**config.mk**
```make
export PLATFORM = sky130hd
export DESIGN_NAME = handshake_frame_receiver
export DESIGN_NICKNAME = d
export VERILOG_FILES = /design/src/rtl/handshake_frame_receiver.sv
export SDC_FILE = /design/constraint.sdc
export NUM_CORES = 1
export LEC_CHECK = 0
export CAP_MARGIN = 40
export CORE_ASPECT_RATIO = 0.5
export CORE_MARGIN = 4
export CORE_UTILIZATION = 57
export CTS_BUF_LIST = sky130_fd_sc_hd__clkbuf_8
export DETAILED_ROUTE_END_ITERATION = 8
export GPL_TIMING_DRIVEN = 0
export PLACE_DENSITY = 0.83
export SLEW_MARGIN = 20
export SYNTH_ARGS = -nofsm -noshare
export SYNTH_HDL_FRONTEND = slang
export SYNTH_SLANG_ARGS = --single-unit
export TNS_END_PERCENT = 30
```
**constraint.sdc**
```tcl
create_clock -name clk -period 3.14 [get_ports clk]
set_input_delay 0.314 -clock clk [delete_from_list [all_inputs] [get_ports clk]]
set_output_delay 0.314 -clock clk [all_outputs]
set_load 0.02 [all_outputs]
```
**src/rtl/handshake_frame_receiver.sv**
```systemverilog
// Two-phase req/ack word receiver that assembles MSB-first datagrams and commits them on frame_sync.
// Optional per-frame XOR check word is enabled by defining HFR_CHECKSUM_EN.
module handshake_frame_receiver #(
    parameter int DATA_W      = 6,
    parameter int MSG_W       = 32,
    parameter int SYNC_STAGES = 2,
    parameter int TIMEOUT     = 1024
) (
    input  logic              clk,
    input  logic              rst,
    input  logic              req,
    input  logic [DATA_W-1:0] din,
    input  logic              frame_sync,
    output logic              ack,
    output logic [MSG_W-1:0]  datagram,
    output logic              datagram_update,
    output logic              timeout_err,
    output logic              overrun,
    output logic              chk_err
);

    localparam int WORDS = (MSG_W + DATA_W - 1) / DATA_W;
`ifdef HFR_CHECKSUM_EN
    localparam int WORDS_TOT = WORDS + 1;
`else
    localparam int WORDS_TOT = WORDS;
`endif
    localparam int CNT_W   = $clog2(WORDS_TOT + 1);
    localparam int IDLE_W  = (TIMEOUT > 0) ? $clog2(TIMEOUT + 1) : 1;
    localparam int PRIME_W = $clog2(SYNC_STAGES + 1);

    logic [SYNC_STAGES-1:0] sync_reg;
    logic [PRIME_W-1:0]     prime_cnt_reg;
    logic                   primed_reg;
    logic                   req_prev_reg;
    logic                   ack_reg;
    logic [CNT_W-1:0]       word_cnt_reg;
    logic [IDLE_W-1:0]      idle_reg;
    logic [MSG_W-1:0]       pending_reg;
    logic                   pending_valid_reg;
    logic [MSG_W-1:0]       datagram_reg;
    logic                   datagram_update_reg;
    logic                   timeout_err_reg;
    logic                   overrun_reg;

    logic                   req_s;
    logic                   capture;
    logic                   last_word;
    logic                   commit;
    logic                   timeout_hit;
    logic                   frame_done;
    logic [MSG_W-1:0]       frame_data;
    logic                   chk_ok;

    always_comb begin
        req_s       = sync_reg[SYNC_STAGES-1];
        capture     = primed_reg && (req_s != req_prev_reg);
        last_word   = (word_cnt_reg == CNT_W'(WORDS_TOT - 1));
        commit      = frame_sync && pending_valid_reg;
        timeout_hit = (TIMEOUT > 0) && (word_cnt_reg != '0) && (idle_reg == IDLE_W'(TIMEOUT));
        frame_done  = capture && last_word && chk_ok;
    end

`ifdef HFR_CHECKSUM_EN
    // Payload is complete one word before the check word, so pending takes sr as it stood then.
    logic [MSG_W-1:0]  sr_reg;
    logic [MSG_W-1:0]  sr_next;
    logic [DATA_W-1:0] xor_reg;
    logic [DATA_W-1:0] xor_next;
    logic              chk_err_reg;

    always_comb begin
        sr_next    = {sr_reg[MSG_W-DATA_W-1:0], din};
        frame_data = sr_reg;
        xor_next   = (word_cnt_reg == '0) ? din : (xor_reg ^ din);
        chk_ok     = (din == xor_reg);
    end

    always_ff @(posedge clk) begin
        if (!rst) begin
            sr_reg      <= '0;
            xor_reg     <= '0;
            chk_err_reg <= 1'b0;
        end else begin
            chk_err_reg <= capture && last_word && !chk_ok;
            if (capture) begin
                sr_reg  <= sr_next;
                xor_reg <= xor_next;
            end
        end
    end

    assign chk_err = chk_err_reg;
`else
    // Only the low MSG_W-DATA_W bits are kept; padding falls off the top on the last shift.
    logic [MSG_W-DATA_W-1:0] sr_reg;

    always_comb begin
        frame_data = {sr_reg, din};
        chk_ok     = 1'b1;
    end

    always_ff @(posedge clk) begin
        if (!rst) begin
            sr_reg <= '0;
        end else if (capture) begin
            sr_reg <= frame_data[MSG_W-DATA_W-1:0];
        end
    end

    assign chk_err = 1'b0;
`endif

    always_ff @(posedge clk) begin
        if (!rst) begin
            sync_reg            <= '0;
            prime_cnt_reg       <= '0;
            primed_reg          <= 1'b0;
            req_prev_reg        <= 1'b0;
            ack_reg             <= 1'b0;
            word_cnt_reg        <= '0;
            idle_reg            <= '0;
            pending_reg         <= '0;
            pending_valid_reg   <= 1'b0;
            datagram_reg        <= '0;
            datagram_update_reg <= 1'b0;
            timeout_err_reg     <= 1'b0;
            overrun_reg         <= 1'b0;
        end else begin
            sync_reg            <= {sync_reg[SYNC_STAGES-2:0], req};
            datagram_update_reg <= 1'b0;
            timeout_err_reg     <= 1'b0;
            overrun_reg         <= 1'b0;

            // The chain restarts from 0 after reset, so req_prev tracks req_s until the chain has filled;
            // a req held high through reset is then absorbed as the reference phase.
            if (!primed_reg) begin
                req_prev_reg <= req_s;
                if (prime_cnt_reg == PRIME_W'(SYNC_STAGES)) begin
                    primed_reg <= 1'b1;
                end else begin
                    prime_cnt_reg <= prime_cnt_reg + PRIME_W'(1);
                end
            end

            if (capture) begin
                req_prev_reg <= req_s;
                ack_reg      <= req_s;
                idle_reg     <= '0;
                word_cnt_reg <= last_word ? '0 : word_cnt_reg + CNT_W'(1);
            end else if (timeout_hit) begin
                word_cnt_reg    <= '0;
                idle_reg        <= '0;
                timeout_err_reg <= 1'b1;
            end else if (word_cnt_reg != '0) begin
                idle_reg <= idle_reg + IDLE_W'(1);
            end else begin
                idle_reg <= '0;
            end

            if (commit) begin
                datagram_reg        <= pending_reg;
                datagram_update_reg <= 1'b1;
            end

            // A same-cycle commit has already taken the old pending, so that case is not an overrun.
            if (frame_done) begin
                pending_reg       <= frame_data;
                pending_valid_reg <= 1'b1;
                overrun_reg       <= pending_valid_reg && !commit;
            end else if (commit) begin
                pending_valid_reg <= 1'b0;
            end
        end
    end

    assign ack             = ack_reg;
    assign datagram        = datagram_reg;
    assign datagram_update = datagram_update_reg;
    assign timeout_err     = timeout_err_reg;
    assign overrun         = overrun_reg;

endmodule

```
==> flow_metrics.py <==
metrics = {
    "clock_tree": {
        "cts_tree": "built",
        "cts.clk_slew.worst_paths_ns": 0.06,
        "tritoncts.num_buffers": 17,
        "cts_setup_buffers": 0,
        "maximum_level_of_the_cts_h_tree": 4,
        "cts.hold.buffers_added": 0,
        "insertion_delay_ns": 0.43,
        "cts.root.buffer_cell": "clkbuf_8",
        "cts_max_path_buffers": 2,
        "cts.repair.resized": 0,
        "clock_sinks": 115,
    },
    "floorplanning": {
        "pin_count": 47,
        "die-width_um": 128,
        "dieHeight_um": 68.0,
        "std_cell_rows": 21,
        "initial_core_utilization": 0.600,
        "fp.coreArea_sq_um": 6830,
        "die_area_sq_um": 8700,
    },
    "global_routing": {
        "grtUsageTotal": 0.223,
        "grt_first_pass_wirelength_um": 14800,
        "grt-ovfl-total": 0,
        "antenna_found_initial": 0,
        "vias_in_the_first_global_route": 3109,
        "maximum_number_of_pins_on_one_net_before_global_route_repair": 17,
    },
    "worst_setup_path": {
        "cp.buffers_inverters": 1,
        "critical_path_arrival_ns": 1.39,
        "critical-path-max-stage-delay_ns": 0.63,
        "slowest_stage": "clkdlybuf4s50_1",
        "cp_data_required_time_ns": 2.83,
        "worstSetupStartpoint": "datagram[6]",
        "critical_path.cell_chain": "clkdlybuf4s50_1",
        "worstSetupEndpointType": "output pin",
        "crit-reg2reg-launch": "idle_reg[5]",
        "cpLargestDelayFamily": "buffers and inverters",
        "critical_path_peak_fanout": 2,
        "setup.worst_path.start_class": "flop",
        "worst-setup-path-type": "flop to output pin",
    },
    "timing": {
        "post-route-worst-setup-slack_ns": 1.43,
        "finalSetupTns_ns": 0,
        "timing.hold.ws_ns": 0.453,
        "layout_min_cycle_time_ns": 1.71,
        "setup_violations": 0,
        "finalCritPeriodShare": 0.543,
        "fmax_achieved_ghz": 0.586,
        "report.final.hold_viol_count": 0,
        "slew-limit-headroom": 0.614,
        "clock_skew_ns": 0.00958,
        "unrepaired_setup_endpoints_after_global_routing": "false",
        "number_of_pins_with_negative_max_slew_slack_in_the_final_report": 0,
        "worstMarginPinSlew_ns": 0.579,
    },
    "synth": {
        "synth_compound_gate_area_share": 0.0793,
        "syn-cell-area_sq_um": 4100,
        "synth-edff-count": 0,
        "synthesized_nets": 481,
        "yosysWarningCount": 0,
        "synth_largest_area_cell": "dfxtp_1",
        "synth_top_cells_by_area": "dfxtp_1 (56%), nand2_1 (12%), mux2i_1 (7.8%), a21oi_1 (7.4%), nor2_1 (4.5%)",
        "synth-seq-cells": 115,
        "synthMuxAreaShare": 0.0781,
        "async_flop_share": 0,
        "combinational_family_with_the_most_area_after_synthesis": "simple AND/OR/NAND/NOR gates",
        "post_synth_num_cell_types": 30,
        "dominantRegCellSynth": "dfxtp_1",
        "synth.most_common_cell": "nand2_1",
        "synth.top_cell.area_share": 0.561,
        "post_synth_inst_count": 468,
        "synth-xor-area-share": 0.0235,
        "synth_seq_area_share": 0.561,
        "syn-mean-instance-area_sq_um": 8.76,
        "synth.cells.most_frequent": "nand2_1 (126), dfxtp_1 (115), a21oi_1 (61)",
        "synth_fa_ha_area_frac": 0.00915,
        "simple_logic_cell_fraction_of_the_synthesized_area": 0.205,
    },
    "power": {
        "worst_ir_drop_vdd_mv": 0.395,
        "power.leakage_nw": 2.00,
        "power.density_cell_area_nw_per_um2": 605,
    },
    "job": {
        "cap_viol_max_count": 0,
    },
    "final_layout": {
        "ff_latch_area_sq_um": 2300,
        "multi_input_comb_area_sq_um": 1620,
        "number_of_diodes_added_for_antenna_fixing": 0,
        "postLayoutCoreUtil": 0.746,
        "flow.area_growth_from_synthesis_pct": 24.2,
        "drive_gt1_frac": 0.0752,
        "post_layout_net_count": 545,
        "fillcell_total": 506,
    },
    "routing": {
        "wirelength_um": 8960,
        "drt_first_iter_violations": 332,
        "num_vias": 3344,
        "drc": 0,
        "firstDrtPassIters": 5,
        "wl_per_cell_um": 14.1,
        "vias_per_cell": 5.25,
        "antenna_nets_post_route": 0,
    },
    "placement": {
        "dp_hpwl_um": 5950,
        "place_ws_ns": 1.05,
        "gp_congestion": 0.828,
        "portBuffers": 45,
    },
    "run_status": {
        "result_of_the_run": "finished clean",
    },
    "hold_path": {
        "min_path_type": "flop to flop",
        "hold_start": "pending_reg[10]",
    },
}
path summary, 6_finish.rpt:
kind | endpoint | slack (ns) | cells past startpoint
hold reg to reg | datagram[10] | 0.45 | 2
setup / recovery | datagram[6] | 1.43 | 1
hold / removal | datagram[10] | 0.45 | 2
setup reg to reg | idle_reg[7] | 1.57 | 5
per-layer routing:
metal / vias up / global-route usage / routed length (um) / share of wire
li1: 1650 / - / - / -
met1: 1572 / 0.291 / 4160 / 0.46
met2: 111 / 0.352 / 4070 / 0.45
met3: 11 / 0.0701 / 638 / 0.071
met4: 0 / 0.0820 / 89 / 0.0099
met5: - / 0 / 0 / 0
power breakdown:
group	switching, W	internal [W]
sequential	0.0000160	0.00148
combinational	0.0000734	0.0000438
clock	0.000576	0.000892
metrics by stage:
stage / total power [W] / cells / area [sq um]
after floorplan: 0.00160 / 468 / 4100
after global placement: 0.00164 / 605 / 4670
after detailed placement: 0.00164 / 605 / 4670
after CTS: 0.00309 / 637 / 5090
after global routing: 0.00319 / 637 / 5090
final: 0.00308 / 637 / 5090
cell usage in the layout (no fill, tap or decap), types with 2 or more instances in the layout:
master / instances
buf_6: 3
nand3_1: 8
nor2_1: 49
xnor2_1: 5
a31oi_1: 2
mux2i_1: 32
clkbuf_8: 19
ha_1: 3
clkinv_2: 6
a21oi_1: 61
buf_2: 5
nor4_1: 3
inv_1: 7
dfxtp_1: 115
xor2_1: 6
nor3_1: 2
nand2_1: 126
nand4_1: 4
buf_4: 2
clkbuf_1: 21
and2_1: 5
clkdlybuf4s50_1: 45
bufinv_16: 4
worst register-to-register path: stages (launching register included):
cell,delay [ns]
dfxtp_1,0.35
nor4_1,0.31
nand4_1,0.27
nand4_1,0.22
buf_2,0.23
nor2_1,0.08
area by class of cell:
| cell class | count | share of cell area |
|---|---|---|
| plain buffers | 31 | 0.0300 |
| clock buffers | 19 | 0.0513 |
| clock inverters | 13 | 0.0324 |
| inverters | 6 | 0.00442 |
| multi-input cells | 316 | 0.319 |
| flip-flops and latches | 115 | 0.452 |
| well taps | 92 | 0.0226 |
| repair buffers | 45 | 0.0884 |
cells by family (layout without fill, tap and decap cells):
group / count (synthesis) / count (layout)
muxes: 32 / 32
DFF: 115 / 115
and+or+nand+nor: 205 / 205
buffers and inverters: 37 / 114
other: 1 / 1
AOI/OAI and AO/OA: 64 / 64
xor gates and xnor gates: 11 / 11
adders and majority gates: 3 / 3
No activity file was read; power rests on OpenSTA's default activity.
